--- src/rtl/m_wbfifo_tx_pkg.sv ---
// Shared definitions for the Wishbone transmit FIFO responder: register
// offsets, status/control bit positions, responder state encoding and the
// byte-lane masking helper used when words are pushed.
package m_wbfifo_tx_pkg;

  // Register offsets on ADR_I (word offset within the block)
  localparam logic [1:0] ADR_DATA   = 2'd0;
  localparam logic [1:0] ADR_STATUS = 2'd1;
  localparam logic [1:0] ADR_CTRL   = 2'd2;

  // STATUS bit positions
  localparam int ST_EMPTY = 16;
  localparam int ST_FULL  = 17;
  localparam int ST_OVF   = 18;

  // CTRL flush command bit (acts on write, never stored)
  localparam int CTRL_FLUSH = 31;

  // Responder FSM encoding
  localparam logic [1:0] S_IDLE = 2'd0;
  localparam logic [1:0] S_WAIT = 2'd1;
  localparam logic [1:0] S_ACK  = 2'd2;
  localparam logic [1:0] S_HOLD = 2'd3;

  // Zero every byte lane whose select bit is clear
  function automatic logic [31:0] sel_mask(input logic [3:0] sel, input logic [31:0] dat);
    logic [31:0] res;
    res = '0;
    for (int b = 0; b < 4; b++) begin
      res[8*b +: 8] = sel[b] ? dat[8*b +: 8] : 8'h00;
    end
    return res;
  endfunction

endpackage

--- src/rtl/m_wbfifo_tx_mem.sv ---
// Synchronous word FIFO with MSB-wrap pointers and a registered head word.
// The head register is loaded with the word that will be at the front after
// the current edge, so a push into an empty FIFO shows up on head one cycle
// after it commits, with no combinational path from wdata to head.
module m_wbfifo_tx_mem
  import m_wbfifo_tx_pkg::*;
#(
  parameter int DEPTHLOG2 = 4
) (
  input  logic                 clk,
  input  logic                 rst_n,
  input  logic                 push,
  input  logic [31:0]          wdata,
  input  logic                 pop,
  input  logic                 flush,
  output logic [31:0]          head,
  output logic [DEPTHLOG2:0]   count,
  output logic                 empty,
  output logic                 full
);

  localparam int DEPTH = 1 << DEPTHLOG2;

  logic [31:0]        mem [DEPTH];
  logic [DEPTHLOG2:0] wptr;
  logic [DEPTHLOG2:0] rptr;
  logic [DEPTHLOG2:0] rptr_nxt;
  logic               pop_ok;
  logic               push_ok;

  assign count    = wptr - rptr;
  assign empty    = (count == '0);
  assign full     = (count == (DEPTHLOG2 + 1)'(DEPTH));
  assign pop_ok   = pop && !empty;
  // A full FIFO still accepts a push when a pop frees a slot in the same cycle
  assign push_ok  = push && !flush && (!full || pop_ok);
  assign rptr_nxt = rptr + {{DEPTHLOG2{1'b0}}, pop_ok};

  // Storage write port
  // NOTE: the storage array has no reset so it can map onto block RAM; only
  // pointers and the head register need a defined reset value.
  always_ff @(posedge clk) begin
    if (push_ok) begin
      mem[wptr[DEPTHLOG2-1:0]] <= wdata;
    end
  end

  // Pointers and registered head word
  // NOTE: sequential state uses non-blocking assignments so every register
  // samples pre-edge values regardless of statement order.
  always_ff @(posedge clk or negedge rst_n) begin
    if (!rst_n) begin
      wptr <= '0;
      rptr <= '0;
      head <= '0;
    end else if (flush) begin
      wptr <= '0;
      rptr <= '0;
      head <= '0;
    end else begin
      if (push_ok) begin
        wptr <= wptr + 1'b1;
      end
      rptr <= rptr_nxt;
      if (push_ok || pop_ok) begin
        // The word being written becomes the head when nothing else precedes it
        head <= (push_ok && (wptr == rptr_nxt)) ? wdata : mem[rptr_nxt[DEPTHLOG2-1:0]];
      end
    end
  end

endmodule

--- src/rtl/m_wbfifo_tx.sv ---
// Wishbone classic responder that turns core stores into an outbound 32-bit
// word stream. Holds the responder FSM with programmable ACK latency, the
// STATUS/CTRL registers and the watermark interrupt; storage lives in
// m_wbfifo_tx_mem.
module m_wbfifo_tx
  import m_wbfifo_tx_pkg::*;
#(
  parameter int DEPTHLOG2  = 4,
  parameter int WAITSTATES = 1
) (
  input  logic        CLK_I,
  input  logic        RST_N_I,
  input  logic        STB_I,
  input  logic        WE_I,
  input  logic [1:0]  ADR_I,
  input  logic [3:0]  SEL_I,
  input  logic [31:0] DAT_I,
  output logic        ACK_O,
  output logic [31:0] DAT_O,
  output logic [31:0] tx_data,
  output logic        tx_valid,
  input  logic        tx_ready,
  output logic        irq_low
);

  logic [1:0]         state;
  logic [2:0]         wcnt;
  logic [15:0]        watermark;
  logic               overflow;
  logic               irq_low_q;
  logic [DEPTHLOG2:0] count;
  logic [15:0]        count16;
  logic               empty;
  logic               full;
  logic               ack;
  logic               wr_data;
  logic               wr_status;
  logic               wr_ctrl;
  logic               pop;
  logic               flush;
  logic [31:0]        rd_data;

  assign ack       = (state == S_ACK);
  assign wr_data   = ack && WE_I && (ADR_I == ADR_DATA);
  assign wr_status = ack && WE_I && (ADR_I == ADR_STATUS);
  assign wr_ctrl   = ack && WE_I && (ADR_I == ADR_CTRL);
  assign flush     = wr_ctrl && DAT_I[CTRL_FLUSH];
  assign tx_valid  = !empty;
  assign pop       = tx_valid && tx_ready;
  assign count16   = 16'(count);

  m_wbfifo_tx_mem #(
    .DEPTHLOG2(DEPTHLOG2)
  ) u_mem (
    .clk   (CLK_I),
    .rst_n (RST_N_I),
    .push  (wr_data),
    .wdata (sel_mask(SEL_I, DAT_I)),
    .pop   (pop),
    .flush (flush),
    .head  (tx_data),
    .count (count),
    .empty (empty),
    .full  (full)
  );

  // Responder FSM: one ACK per strobe, WAITSTATES idle cycles before it
  always_ff @(posedge CLK_I or negedge RST_N_I) begin
    if (!RST_N_I) begin
      state <= S_IDLE;
      wcnt  <= '0;
    end else begin
      case (state)
        S_IDLE: begin
          if (STB_I) begin
            if (WAITSTATES == 0) begin
              state <= S_ACK;
            end else begin
              state <= S_WAIT;
              wcnt  <= 3'(WAITSTATES);
            end
          end
        end
        S_WAIT: begin
          if (!STB_I) begin
            state <= S_IDLE;
          end else if (wcnt == 3'd1) begin
            state <= S_ACK;
          end else begin
            wcnt <= wcnt - 3'd1;
          end
        end
        S_ACK:   state <= S_HOLD;
        S_HOLD:  if (!STB_I) state <= S_IDLE;
        default: state <= S_IDLE;
      endcase
    end
  end

  // Register file side effects commit on the edge that ends the ACK cycle
  always_ff @(posedge CLK_I or negedge RST_N_I) begin
    if (!RST_N_I) begin
      watermark <= '0;
      overflow  <= 1'b0;
      irq_low_q <= 1'b0;
    end else begin
      irq_low_q <= (count16 < watermark);
      if (wr_status && SEL_I[2] && DAT_I[ST_OVF]) begin
        overflow <= 1'b0;
      end else if (wr_data && full && !pop) begin
        overflow <= 1'b1;
      end
      if (wr_ctrl && SEL_I[0]) watermark[7:0]  <= DAT_I[7:0];
      if (wr_ctrl && SEL_I[1]) watermark[15:8] <= DAT_I[15:8];
    end
  end

  // Read mux
  // NOTE: rd_data gets a default before the case so no latch is inferred.
  always_comb begin
    rd_data = '0;
    case (ADR_I)
      ADR_STATUS: begin
        rd_data[15:0]    = count16;
        rd_data[ST_EMPTY] = empty;
        rd_data[ST_FULL]  = full;
        rd_data[ST_OVF]   = overflow;
      end
      ADR_CTRL: rd_data = {16'h0000, watermark};
      default:  rd_data = '0;
    endcase
  end

  assign ACK_O   = ack;
  assign DAT_O   = ack ? rd_data : 32'h0;
  assign irq_low = irq_low_q;

endmodule

--- config.mk ---
export PLATFORM = sky130hd
export DESIGN_NAME = m_wbfifo_tx
export DESIGN_NICKNAME = d
export VERILOG_FILES = /design/src/rtl/m_wbfifo_tx_pkg.sv /design/src/rtl/m_wbfifo_tx_mem.sv /design/src/rtl/m_wbfifo_tx.sv
export SDC_FILE = /design/constraint.sdc
export NUM_CORES = 1
export LEC_CHECK = 0
export BUFFER_PORTS_ARGS = -buffer_cell sky130_fd_sc_hd__buf_2
export CORE_ASPECT_RATIO = 0.5
export CORE_MARGIN = 5
export CORE_UTILIZATION = 47
export DETAILED_ROUTE_END_ITERATION = 16
export GPL_TIMING_DRIVEN = 0
export PLACE_DENSITY = 0.73
export REMOVE_ABC_BUFFERS = 1
export SYNTH_ARGS = -nofsm -noshare
export SYNTH_HDL_FRONTEND = slang
export SYNTH_SLANG_ARGS = --single-unit
--- constraint.sdc ---
create_clock -name CLK_I -period 5.2 [get_ports CLK_I]
set_input_delay 0 -clock CLK_I [delete_from_list [all_inputs] [get_ports CLK_I]]
set_output_delay 0 -clock CLK_I [all_outputs]
set_load 0.1 [all_outputs]
==> results.json <==
{
  "power_density_mw_per_mm2": 583,
  "slowest_stage": "ha_4",
  "ys_types": 56,
  "area_growth_pct": 16.1,
  "cts_num_sinks": 577,
  "slew_violations": 0,
  "drive_gt1_share_pct": 27.5,
  "dieArea_mm2": 0.0548,
  "internal-power_mw": 10.1,
  "synth_area_leaders": "edfxtp_1, mux4_2, dfrtp_1",
  "yosysTopAreaCell": "edfxtp_1",
  "rsz0062_at_grt": "no",
  "clock_path_buffers": 3,
  "fp.dieH_um": 168,
  "grt_use_total_pct": 20.5,
  "antenna_found_initial": 0,
  "crit_required_ns": 5.69,
  "synth-main-ff-cell": "edfxtp_1",
  "worstPathCellList": "inv_1 -> ha_1 -> inv_1 -> fa_1 -> nand3b_1 -> a211oi_4 -> o22ai_2 -> and2_1 -> ha_4 -> ha_4 -> xor2_1 -> nor2_1 -> nand4_1 -> nor4_4 -> buf_8 -> buf_8 -> nand3_1 -> o211ai_1",
  "dpl-instance-area_mm2": 0.0252,
  "dpl.hpwl_um": 34300,
  "crit_path_start": "u_mem.wptr[0]",
  "synth-edff-count": 512,
  "critPathTopFamily": "adder cells",
  "grt_pass1_wl_um": 84300,
  "synthArstFlopShare_pct": 11.3,
  "yosys-top-cells-count": "edfxtp_1, nand2_1, mux4_2",
  "synth_top_area_share_pct": 65.5,
  "coreArea_mm2": 0.0489,
  "io_buffer_count": 96,
  "crit_fanout": 37,
  "ys_seq_area_share_pct": 72.5,
  "fin_tns_setup_ns": 0,
  "place_inst": 2034,
  "ys_warn_count": 0,
  "drt_iter0_drc": 1530,
  "p_sw_share_pct": 36.7,
  "first_global_vias": 13482,
  "cts.reportedPaths.clkPinSlew_ns": 0.06,
  "die_w_um": 326,
  "root_buffer": "clkbuf_16",
  "setup_viol": 0,
  "clkPwrFrac_pct": 24.2,
  "tightest_slew_ns": 1.39,
  "cts_tree": "done",
  "remaining_drc_errors": 0,
  "finalHoldViolCount": 0,
  "clk_latency_ns": 0.58,
  "design_area_mm2": 0.0272,
  "status": "finished clean",
  "numCtsBuffers": 51,
  "peakVddDrop_mv": 0.459,
  "synthCells": 1321,
  "final.fill_count": 3573,
  "cp-start-kind": "flop",
  "fmax_mhz": 204,
  "sequentialPowerShare_pct": 34.8,
  "fin_skew_ns": 0.00956,
  "crit_path_max_incr_delay_ns": 0.65,
  "num_rows": 57,
  "grt_max_degree": 50,
  "min_from": "tx_ready",
  "initial_core_util_pct": 48.0,
  "overflow": 0,
  "antenna_cells": 0,
  "syn_area_per_cell_um2": 17.8,
  "synth_seq_cells": 577,
  "via_per_inst": 5.97,
  "gp_congestion": 0.821,
  "netlist_area_mm2": 0.0235,
  "fin_crit_ns": 4.90,
  "hold_path.class": "in -> reg",
  "synth_most_common_cell": "edfxtp_1",
  "drtPass1Iterations": 5,
  "ant_nets": 0,
  "critPathArrivalTime_ns": 5.39,
  "wirelength_um": 56400,
  "hold_slack_ns": 0.0389,
  "fin_nets": 1528,
  "finalCritPeriodShare_pct": 94.1,
  "leakage_nw": 9.56,
  "pwr-share-comb_pct": 41.0,
  "endpoint_kind": "flop",
  "cp_num_buf_inv": 4,
  "worstSetupPathType": "reg -> reg",
  "maxCapViolCount": 0,
  "wire_per_inst_um": 26.2,
  "regToRegStartpoint": "u_mem.wptr[0]",
  "slew_headroom_pct": 7.26,
  "io_pins": 110,
  "vias": 12876,
  "cts-htree-levels": 2,
  "finalNonFillerCells": 2156,
  "p_switching_mw": 5.83
}
-- layout by cell type, fill, tap and decap left out, types with 20 or more instances in the layout --
cell type | synthesis | layout
nand3_1 | 59 | 59
buf_12 | 0 | 20
mux4_2 | 128 | 128
and2_1 | 49 | 37
dfrtp_1 | 65 | 65
buf_2 | 17 | 95
dlygate4sd3_1 | 0 | 24
o21ai_0 | 36 | 36
edfxtp_1 | 512 | 512
nand2_1 | 185 | 185
clkbuf_16 | 0 | 51
-- per-stage QoR --
stage | setup WS [ns] | power, mW | utilization (%)
5_1_grt | 0.00497 | 16.7 | 55.7
3_3_place_gp | -6.85 | 11.1 | 49.8
2_1_floorplan | -3.94 | 10.5 | -
6_report | 0.305 | 15.9 | 55.7
4_1_cts | 0.192 | 15.9 | 55.7
3_5_place_dp | 0.0285 | 12.1 | 51.6
-- state kept, by name (all words and copies together), names as in the netlist, named ones only --
signal      count
irq_low         1
u_mem.wptr      5
wcnt            3
overflow        1
state           1
watermark      16
u_mem.head     32
u_mem.mem     512
u_mem.rptr      5
-- tightest hold or removal path: stages --
cell and delay, ns:
buf_2 0.16, a221oi_4 0.22, nand2_1 0.11, o211ai_1 0.07
-- metal layers --
metal | track usage (%) | vias to the layer above | wire length [µm]
met5 | 0 | - | 0
met4 | 7.38 | 0 | 2020
met3 | 3.27 | 123 | 4930
met2 | 34.4 | 670 | 27700
met1 | 27.7 | 6655 | 21800
li1 | - | 5428 | -
-- cells by family after synthesis --
family	Yosys count	synth area share, %
AOI/OAI and AO/OA	108	3.42
xor gates and xnor gates	16	0.688
adders and majority gates	20	1.10
buffers and inverters	99	2.03
DFF	577	72.5
muxes	147	13.2
other	1	0.0160
and+or+nand+nor	353	7.10
-- power groups by stage --
stage / clock (mW) / sequential, mW / combinational [mW]
after global routing: 4.11 / 5.55 / 7.00
after floorplan: 0 / 6.43 / 4.12
final: 3.84 / 5.53 / 6.52
after CTS: 3.89 / 5.52 / 6.54
after detailed placement: 0 / 5.61 / 6.47
after global placement: 0 / 5.58 / 5.55
-- what timing repair did --
item	4_1_cts	5_1_grt
setup buffers	0	1
setup endpoints to repair	1	15
gates resized for setup	0	0
hold buffers	25	0
endpoints found under the hold margin	113	0
cloned	1	0
-- worst paths after layout --
| check | endpoint | cells after the start | slack, ns |
|---|---|---|---|
| worst max-delay path | u_mem.head[10] | 18 | 0.30 |
| worst min-delay path | u_mem.head[4] | 4 | 0.04 |
| worst max register to register | u_mem.head[10] | 18 | 0.30 |
| worst min register to register | u_mem.head[9] | 2 | 0.50 |
| max in group asynchronous | wcnt[2] | 4 | 4.44 |
| min in group asynchronous | u_mem.head[30] | 4 | 0.49 |
-- cell type report --
cell class                 instances  area [µm²]  share of cell area (%)
inverter                          16        60.1                   0.221
sequential                       577       17000                    62.4
clock inverter                    28         290                    1.07
clock buffer                      67        1420                    5.20
timing repair buffer             161        1530                    5.61
tap                              649         812                    2.98
multi-input combinational        658        6130                    22.5
(Power assumes the default switching activity.)
